**src/rtl/memory_access_stage.sv**
```systemverilog
// MEM stage of the 16-bit pipeline: issues loads/stores over a req/ack handshake,
// stalls upstream until the access finishes, then hands results to MEM/WB.
module memory_access_stage #(
  parameter int DATA_W  = 16,
  parameter int ADDR_W  = 16,
  parameter int TIMEOUT = 255
) (
  input  logic              clk,
  input  logic              rst,
  input  logic              valid_in,
  input  logic              mem_read_in,
  input  logic              mem_write_in,
  input  logic              wbs_in,
  input  logic              ni_in,
  input  logic [DATA_W-1:0] alu_result_in,
  input  logic [DATA_W-1:0] write_data_in,
  output logic              mem_req,
  output logic              mem_we,
  output logic [ADDR_W-1:0] mem_addr,
  output logic [DATA_W-1:0] mem_wdata,
  input  logic [DATA_W-1:0] mem_rdata,
  input  logic              mem_ack,
  output logic              stall,
  output logic              valid_out,
  output logic              wbs_out,
  output logic [DATA_W-1:0] memData_out,
  output logic [DATA_W-1:0] calcData_out,
  output logic              ni_out,
  output logic              mem_err
);

  // Counter only needs to reach TIMEOUT-1.
  localparam int CNT_W = (TIMEOUT < 2) ? 1 : $clog2(TIMEOUT);
  localparam logic [CNT_W-1:0] CNT_LAST = CNT_W'(TIMEOUT - 1);
  localparam logic [CNT_W-1:0] CNT_ONE  = CNT_W'(1);
  localparam logic [CNT_W-1:0] CNT_ZERO = CNT_W'(0);

  typedef enum logic [1:0] {
    IDLE   = 2'd0,
    ACCESS = 2'd1,
    DONE   = 2'd2
  } state_e;

  state_e              state_q, state_d;
  logic                req_q, req_d;
  logic                we_q, we_d;
  logic                wbs_q, wbs_d;
  logic                ni_q, ni_d;
  logic                err_q, err_d;
  logic [CNT_W-1:0]    cnt_q, cnt_d;
  logic [ADDR_W-1:0]   addr_q, addr_d;
  logic [DATA_W-1:0]   wdata_q, wdata_d;
  logic [DATA_W-1:0]   calc_q, calc_d;
  logic [DATA_W-1:0]   rdata_q, rdata_d;
  logic                mem_op_s;

  assign mem_op_s = valid_in & (mem_read_in | mem_write_in);

  // State and datapath registers
  always_ff @(posedge clk or posedge rst) begin
    if (rst) begin
      state_q <= IDLE;
      req_q   <= 1'b0;
      we_q    <= 1'b0;
      wbs_q   <= 1'b0;
      ni_q    <= 1'b0;
      err_q   <= 1'b0;
      cnt_q   <= CNT_ZERO;
      addr_q  <= {ADDR_W{1'b0}};
      wdata_q <= {DATA_W{1'b0}};
      calc_q  <= {DATA_W{1'b0}};
      rdata_q <= {DATA_W{1'b0}};
    end else begin
      state_q <= state_d;
      req_q   <= req_d;
      we_q    <= we_d;
      wbs_q   <= wbs_d;
      ni_q    <= ni_d;
      err_q   <= err_d;
      cnt_q   <= cnt_d;
      addr_q  <= addr_d;
      wdata_q <= wdata_d;
      calc_q  <= calc_d;
      rdata_q <= rdata_d;
    end
  end

  // Next-state logic: latch on accept, wait for ack or timeout, release
  always_comb begin
    state_d = state_q;
    req_d   = req_q;
    we_d    = we_q;
    wbs_d   = wbs_q;
    ni_d    = ni_q;
    err_d   = err_q;
    cnt_d   = cnt_q;
    addr_d  = addr_q;
    wdata_d = wdata_q;
    calc_d  = calc_q;
    rdata_d = rdata_q;
    case (state_q)
      IDLE: begin
        if (mem_op_s) begin
          addr_d  = alu_result_in[ADDR_W-1:0];
          wdata_d = write_data_in;
          we_d    = mem_write_in;
          wbs_d   = wbs_in;
          ni_d    = ni_in;
          calc_d  = alu_result_in;
          rdata_d = {DATA_W{1'b0}};
          cnt_d   = CNT_ZERO;
          req_d   = 1'b1;
          state_d = ACCESS;
        end else begin
          state_d = IDLE;
        end
      end
      ACCESS: begin
        // An ack on the final allowed cycle still counts as success.
        if (mem_ack) begin
          rdata_d = we_q ? {DATA_W{1'b0}} : mem_rdata;
          cnt_d   = CNT_ZERO;
          req_d   = 1'b0;
          state_d = DONE;
        end else if (cnt_q == CNT_LAST) begin
          rdata_d = {DATA_W{1'b0}};
          cnt_d   = CNT_ZERO;
          req_d   = 1'b0;
          err_d   = 1'b1;
          state_d = DONE;
        end else begin
          cnt_d   = cnt_q + CNT_ONE;
        end
      end
      DONE: begin
        state_d = IDLE;
      end
      default: begin
        req_d   = 1'b0;
        cnt_d   = CNT_ZERO;
        state_d = IDLE;
      end
    endcase
  end

  // MEM/WB-facing outputs: pass-through, bubble, or latched result
  always_comb begin
    stall        = 1'b0;
    valid_out    = 1'b0;
    wbs_out      = 1'b0;
    ni_out       = 1'b0;
    memData_out  = {DATA_W{1'b0}};
    calcData_out = {DATA_W{1'b0}};
    if (rst) begin
      stall = 1'b0;
    end else begin
      case (state_q)
        IDLE: begin
          if (mem_op_s) begin
            stall = 1'b1;
          end else begin
            valid_out    = valid_in;
            wbs_out      = wbs_in;
            ni_out       = ni_in;
            calcData_out = alu_result_in;
          end
        end
        ACCESS: begin
          stall = 1'b1;
        end
        DONE: begin
          valid_out    = 1'b1;
          wbs_out      = wbs_q;
          ni_out       = ni_q;
          memData_out  = rdata_q;
          calcData_out = calc_q;
        end
        default: begin
          stall = 1'b0;
        end
      endcase
    end
  end

  assign mem_req   = req_q;
  assign mem_we    = we_q;
  assign mem_addr  = addr_q;
  assign mem_wdata = wdata_q;
  assign mem_err   = err_q;

endmodule

```
**config.mk**
```make
export PLATFORM = sky130hd
export DESIGN_NAME = memory_access_stage
export DESIGN_NICKNAME = d
export VERILOG_FILES = /design/src/rtl/memory_access_stage.sv
export SDC_FILE = /design/constraint.sdc
export NUM_CORES = 1
export LEC_CHECK = 0
export ABC_AREA = 1
export CAP_MARGIN = 20
export CORE_ASPECT_RATIO = 1.25
export CORE_UTILIZATION = 30
export CTS_CLUSTER_SIZE = 16
export DETAILED_ROUTE_END_ITERATION = 12
export PLACE_DENSITY = 0.58
export SLEW_MARGIN = 20
export SYNTH_ARGS = -nofsm -noshare
export SYNTH_HDL_FRONTEND = slang
export SYNTH_SLANG_ARGS = --single-unit
```
**constraint.sdc**
```tcl
create_clock -name clk -period 10.6 [get_ports clk]
set_input_delay 3.18 -clock clk [delete_from_list [all_inputs] [get_ports clk]]
set_output_delay 3.18 -clock clk [all_outputs]
set_load 0.02 [all_outputs]
```
Yosys cells after proc, flatten, opt, wreduce, memory -nomap -nowiden
Cells that the tools add are included.
{ "totals": {"reg_bits": 63, "inputBits": 56, "output_inout_bits": 71} }
{ "classes": {"addsub": 1, "n_eq_ne": 5, "n_mux": 34, "n_bitwise": 4, "reduce_logical": 7} }
{ "ops": {"columns": ["op", "count"], "rows": [
  ["$mux 16", 8],
  ["$pmux 16 s2", 2],
  ["$mux 8", 3],
  ["$pmux 8 s3", 1],
  ["$mux 1", 12],
  ["$reduce_and 3->1", 3],
  ["$add 8x1->8 const B", 1],
  ["$eq 8x8->1 const B", 1],
  ["$pmux 1 s2", 4],
  ["$mux 2", 2],
  ["$pmux 2 s2", 1],
  ["$reduce_and 2->1", 2],
  ["$ne 3x3->1 const B", 1],
  ["$pmux 1 s3", 1],
  ["$eq 2x1->1 const B", 1],
  ["$eq 2x2->1 const B", 1],
  ["$logic_not 2->1", 1],
  ["$ne 2x2->1 const B", 1],
  ["$not 1->1", 2],
  ["$reduce_bool 2->1", 1],
  ["$and 1x1->1", 1],
  ["$or 1x1->1", 1]
]} }

Depth between registers and ports, before layout
{ "logic_depth": {"depth_word": 5, "depth_mapped": 10, "depth_no_buf": 9} }

Worst setup path before layout
Ideal clock, no wire load.
{ "synth_path": {"path_type": "in2out", "startpoint": "in rst", "endpoint": "out calcData_out[11]", "t_arrival_ns": 5.520, "required_time_ns": 7.420, "setup_slack_ns": 1.900, "stages": 4, "n_path_buf": 1, "cell_sequence": "inv_1 nand2_1 buf_2 a21oi_1"} }
{ "synth_via": {"elab_chain_cells": 1} }
{ "synth_rtl": {"columns": ["element", "line_no", "rtl"], "rows": [
  ["start, declared", "9", "input logic rst,"],
  ["$mux 16", "154", "if (rst) begin"],
  ["end, declared", "27", "output logic [DATA_W-1:0] calcData_out,"]
]} }
No other way between the ends.

Worst setup path after layout
{ "layout_path": {"startpoint": "in mem_write_in", "endpoint": "out stall"} }
{ "layout_via": {"elab_chain_cells": 5} }
{ "layout_rtl": {"columns": ["element", "line_no", "rtl"], "rows": [
  ["start, declared", "12", "input logic mem_write_in,"],
  ["$or 1x1->1", "57", "assign mem_op_s = valid_in & (mem_read_in | mem_write_in);"],
  ["$and 1x1->1", "57", null],
  ["$mux 1", "159", "if (mem_op_s) begin"],
  ["$pmux 1 s2", "157", "case (state_q)"],
  ["$mux 1", "154", null],
  ["end, declared", "23", "output logic stall,"]
]} }
No other way between the ends.

==> flow_summary_export.csv <==
group,metric,value,unit
setup_path,cp.arrival,5.77,ns
clock_network,cts_tree,"done",
clock_network,clkSinkCount,63,
placement,post-place-ws,1.60,ns
floorplanning,io_pins,127,
timing,rsz0062_at_grt,"no",
floorplanning,rows,41,
cells_and_area,layout_commonest_cell,"nand2_1",
cells_and_area,insertedDiodeCount,0,
setup_path,cpMostUsedCell,"clkdlybuf4s50_1",
worst_hold_path,holdPathStages,2,
routing,drc,0,
global_route,grt_use_total,17.0,%
synthesis,synth_ff_type,"dfrtp_1",
timing,drv_slew,0,
synthesis,ys_ff_latch,63,
setup_path,crit_type,"in -> out",
setup_path,r2r_end,"calc_q[4]",
cells_and_area,drive_gt1_share,6.52,%
global_route,antenna_found_initial,0,
synthesis,synth_compound_area_share,5.38,%
routing,wl_per_cell,13.3,µm
timing,worst_pin_slew,0.787,ns
timing,setup_tns,0,ns
setup_path,reg2reg_depth,6,
synthesis,syn_avg_cell_area,7.72,µm²
timing,setup_viol,0,
floorplanning,die-area,11100,µm²
clock_network,ctsResizeCount,0,
timing,setup_slack,1.65,ns
placement,gp_congestion,0.786,
timing,finalClockSkew,0.00453,ns
cells_and_area,most-common-layout-cells,"nand2_1 (196), clkdlybuf4s50_1 (126), dfrtp_1 (63)",
routing,vias,3064,
routing,drtIter0Drc,111,
floorplanning,initial_core_util,31.3,%
global_route,grt_pass1_vias,3046,
pwr,finalPower,0.976,mW
setup_path,timing.rr.start,"state_q[0]",
clock_network,htreeDepth,3,
clock_network,cts_max_path_buffers,2,
synthesis,synth-seq-area-share,49.1,%
setup_path,cp_slowest_stage_delay,0.59,ns
timing,hold_violations,0,
clock_network,cts_root_buf,"clkbuf_16",
timing,fmax,112,MHz
timing,holdWs,0.468,ns
worst_hold_path,hold_path.class,"reg -> reg",
worst_hold_path,min_from,"mem_wdata[13]",
pwr,worst_ir_drop_vdd,0.0901,mV
synthesis,synth_edf_count,0,
synthesis,synth_top_cell_by_area,"dfrtp_1",
floorplanning,coreArea,10300,µm²
cells_and_area,syn_to_final_growth,49.3,%
routing,drt_wl_total,8860,µm
synthesis,synthCells,416,
synthesis,yosys-mux-area-fraction,0,%
synthesis,synth_nets,474,
clock_network,hold_buffers,0,
routing,via_per_inst,4.60,
cells_and_area,final_nets,590,
placement,port_buffers,126,
clock_network,cts_buffers,9,
setup_path,r2r_slack,8.29,ns
worst_hold_path,min_to,"mem_wdata[13]",
clock_network,cts.clk_slew.worst_paths,0.05,ns
synthesis,synthSimpleGateAreaFrac,37.5,%
synthesis,yosys_warnings,0,
setup_path,end_kind,"output port",
global_route,grt_overflow,0,
clock_network,worstSkewPairLatency,0.32,ns
floorplanning,die_x,94.5,µm
setup_path,cp.required,7.42,ns
pwr,p_leak,2.22,nW
synthesis,synth_fa_ha_area_share,0.779,%
timing,fin_crit,8.95,ns
clock_network,post_cts_buffers,0,
timing,max_slew_margin,47.5,%
synthesis,synth_top_area_share,49.1,%
global_route,grt_first_pass_wirelength,14800,µm
pwr,power_density,204,nW/µm²
routing,ant_nets,0,
run_status,status,"completed",
setup_path,crit_slowest_cell,"o21ai_4",
timing,period_share,84.4,%
synthesis,async_reset_ff_share,100,%
synthesis,synth_top_family_by_area,"simple AND/OR/NAND/NOR gates",
job,cap_viol_max_count,0,
setup_path,cp_max_fo,38,
synthesis,synth.cell_area,3210,µm²
synthesis,netlist-cell-type-count,22,
routing,firstDrtPassIters,4,
synthesis,synth_xor_area_share,0.273,%
synthesis,yosys-top-cells-area,"dfrtp_1 (49%), nand2_1 (23%), nand3_1 (6.7%), a21oi_1 (3.3%), nor2_1 (2.7%)",
global_route,grt_max_degree,64,
floorplanning,die_h,118,µm
setup_path,crit_chain,"clkdlybuf4s50_1, o21ai_4, nor2_8, inv_2, a21oi_1, clkdlybuf4s50_1",
placement,dpl.hpwl,5890,µm
setup_path,start_kind,"input pin",
[logic make-up after synthesis]
family,count (synthesis)
AND/OR/NAND/NOR,278
adder cells (fa/ha/maj),2
flip-flops,63
XOR/XNOR,1
buffers and inverters,43
AO/OA/AOI/OAI,29
[layer usage]
layer	vias up	wire length (µm)	global-route usage (%)
li1	1543	-	-
met1	1411	3940	21.3
met2	101	4220	28.0
met3	9	535	3.10
met4	0	157	7.58
met5	-	0	0
[final cells by class]
| cell class | instances | area, µm² |
|---|---|---|
| inverter | 20 | 75.1 |
| fill | 1047 | 5470 |
| sequential | 63 | 1580 |
| clock inverter | 4 | 45.0 |
| timing repair buffer | 128 | 1280 |
| multi-input combinational | 310 | 1410 |
| tap | 129 | 161 |
| clock buffer | 12 | 246 |
[worst max-delay path, delay by kind of cell]
family	cells	cell delay, ns
AND/OR/NAND/NOR	1	0.24
AO/OA/AOI/OAI	2	0.72
buffers and inverters	3	1.61
[worst max path at each step]
| stage | end | depth (start not counted) | startpoint | slack [ns] |
|---|---|---|---|---|
| after floorplan | calcData_out[11] | 4 | rst | 1.90 |
| after global placement | stall | 6 | mem_write_in | 1.61 |
| after detailed placement | stall | 6 | mem_write_in | 1.60 |
| after CTS | stall | 6 | mem_write_in | 1.58 |
| after global routing | stall | 6 | mem_write_in | 1.46 |
| final | stall | 6 | mem_write_in | 1.65 |
[cell usage after synthesis (2+ instances only)]
cell type,instances
o21bai_1,2
buf_4,3
buf_6,5
nand4_1,5
nor2_4,3
a21oi_1,21
inv_1,15
dfrtp_1,63
nor2_1,23
buf_2,11
nand2_4,4
clkbuf_1,4
o21ai_4,2
ha_1,2
o21ai_0,4
nand2_1,197
nand3_1,43
inv_2,5
[stage by stage]
stage | utilization (%) | std cells | area (µm²)
floorplan | - | 416 | 3210
global placement | 43.9 | 650 | 4500
detailed placement | 43.9 | 650 | 4500
CTS | 46.7 | 666 | 4790
global route | 46.7 | 666 | 4790
finish | 46.7 | 666 | 4790
[flip-flops by register name, summed over array words and instances, names as in the netlist]
name and count:
mem_err 1, mem_wdata 16, calc_q 16, state_q 2, rdata_q 16, wbs_q 1, mem_req 1, cnt_q 8
mem_we 1, ni_q 1
[report_power, final]
part / internal [mW] / switching [mW]
logic: 0.146 / 0.194
registers: 0.304 / 0.0453
clock network: 0.187 / 0.0993
total: 0.637 / 0.339
Power figures use the tool's default switching activity.
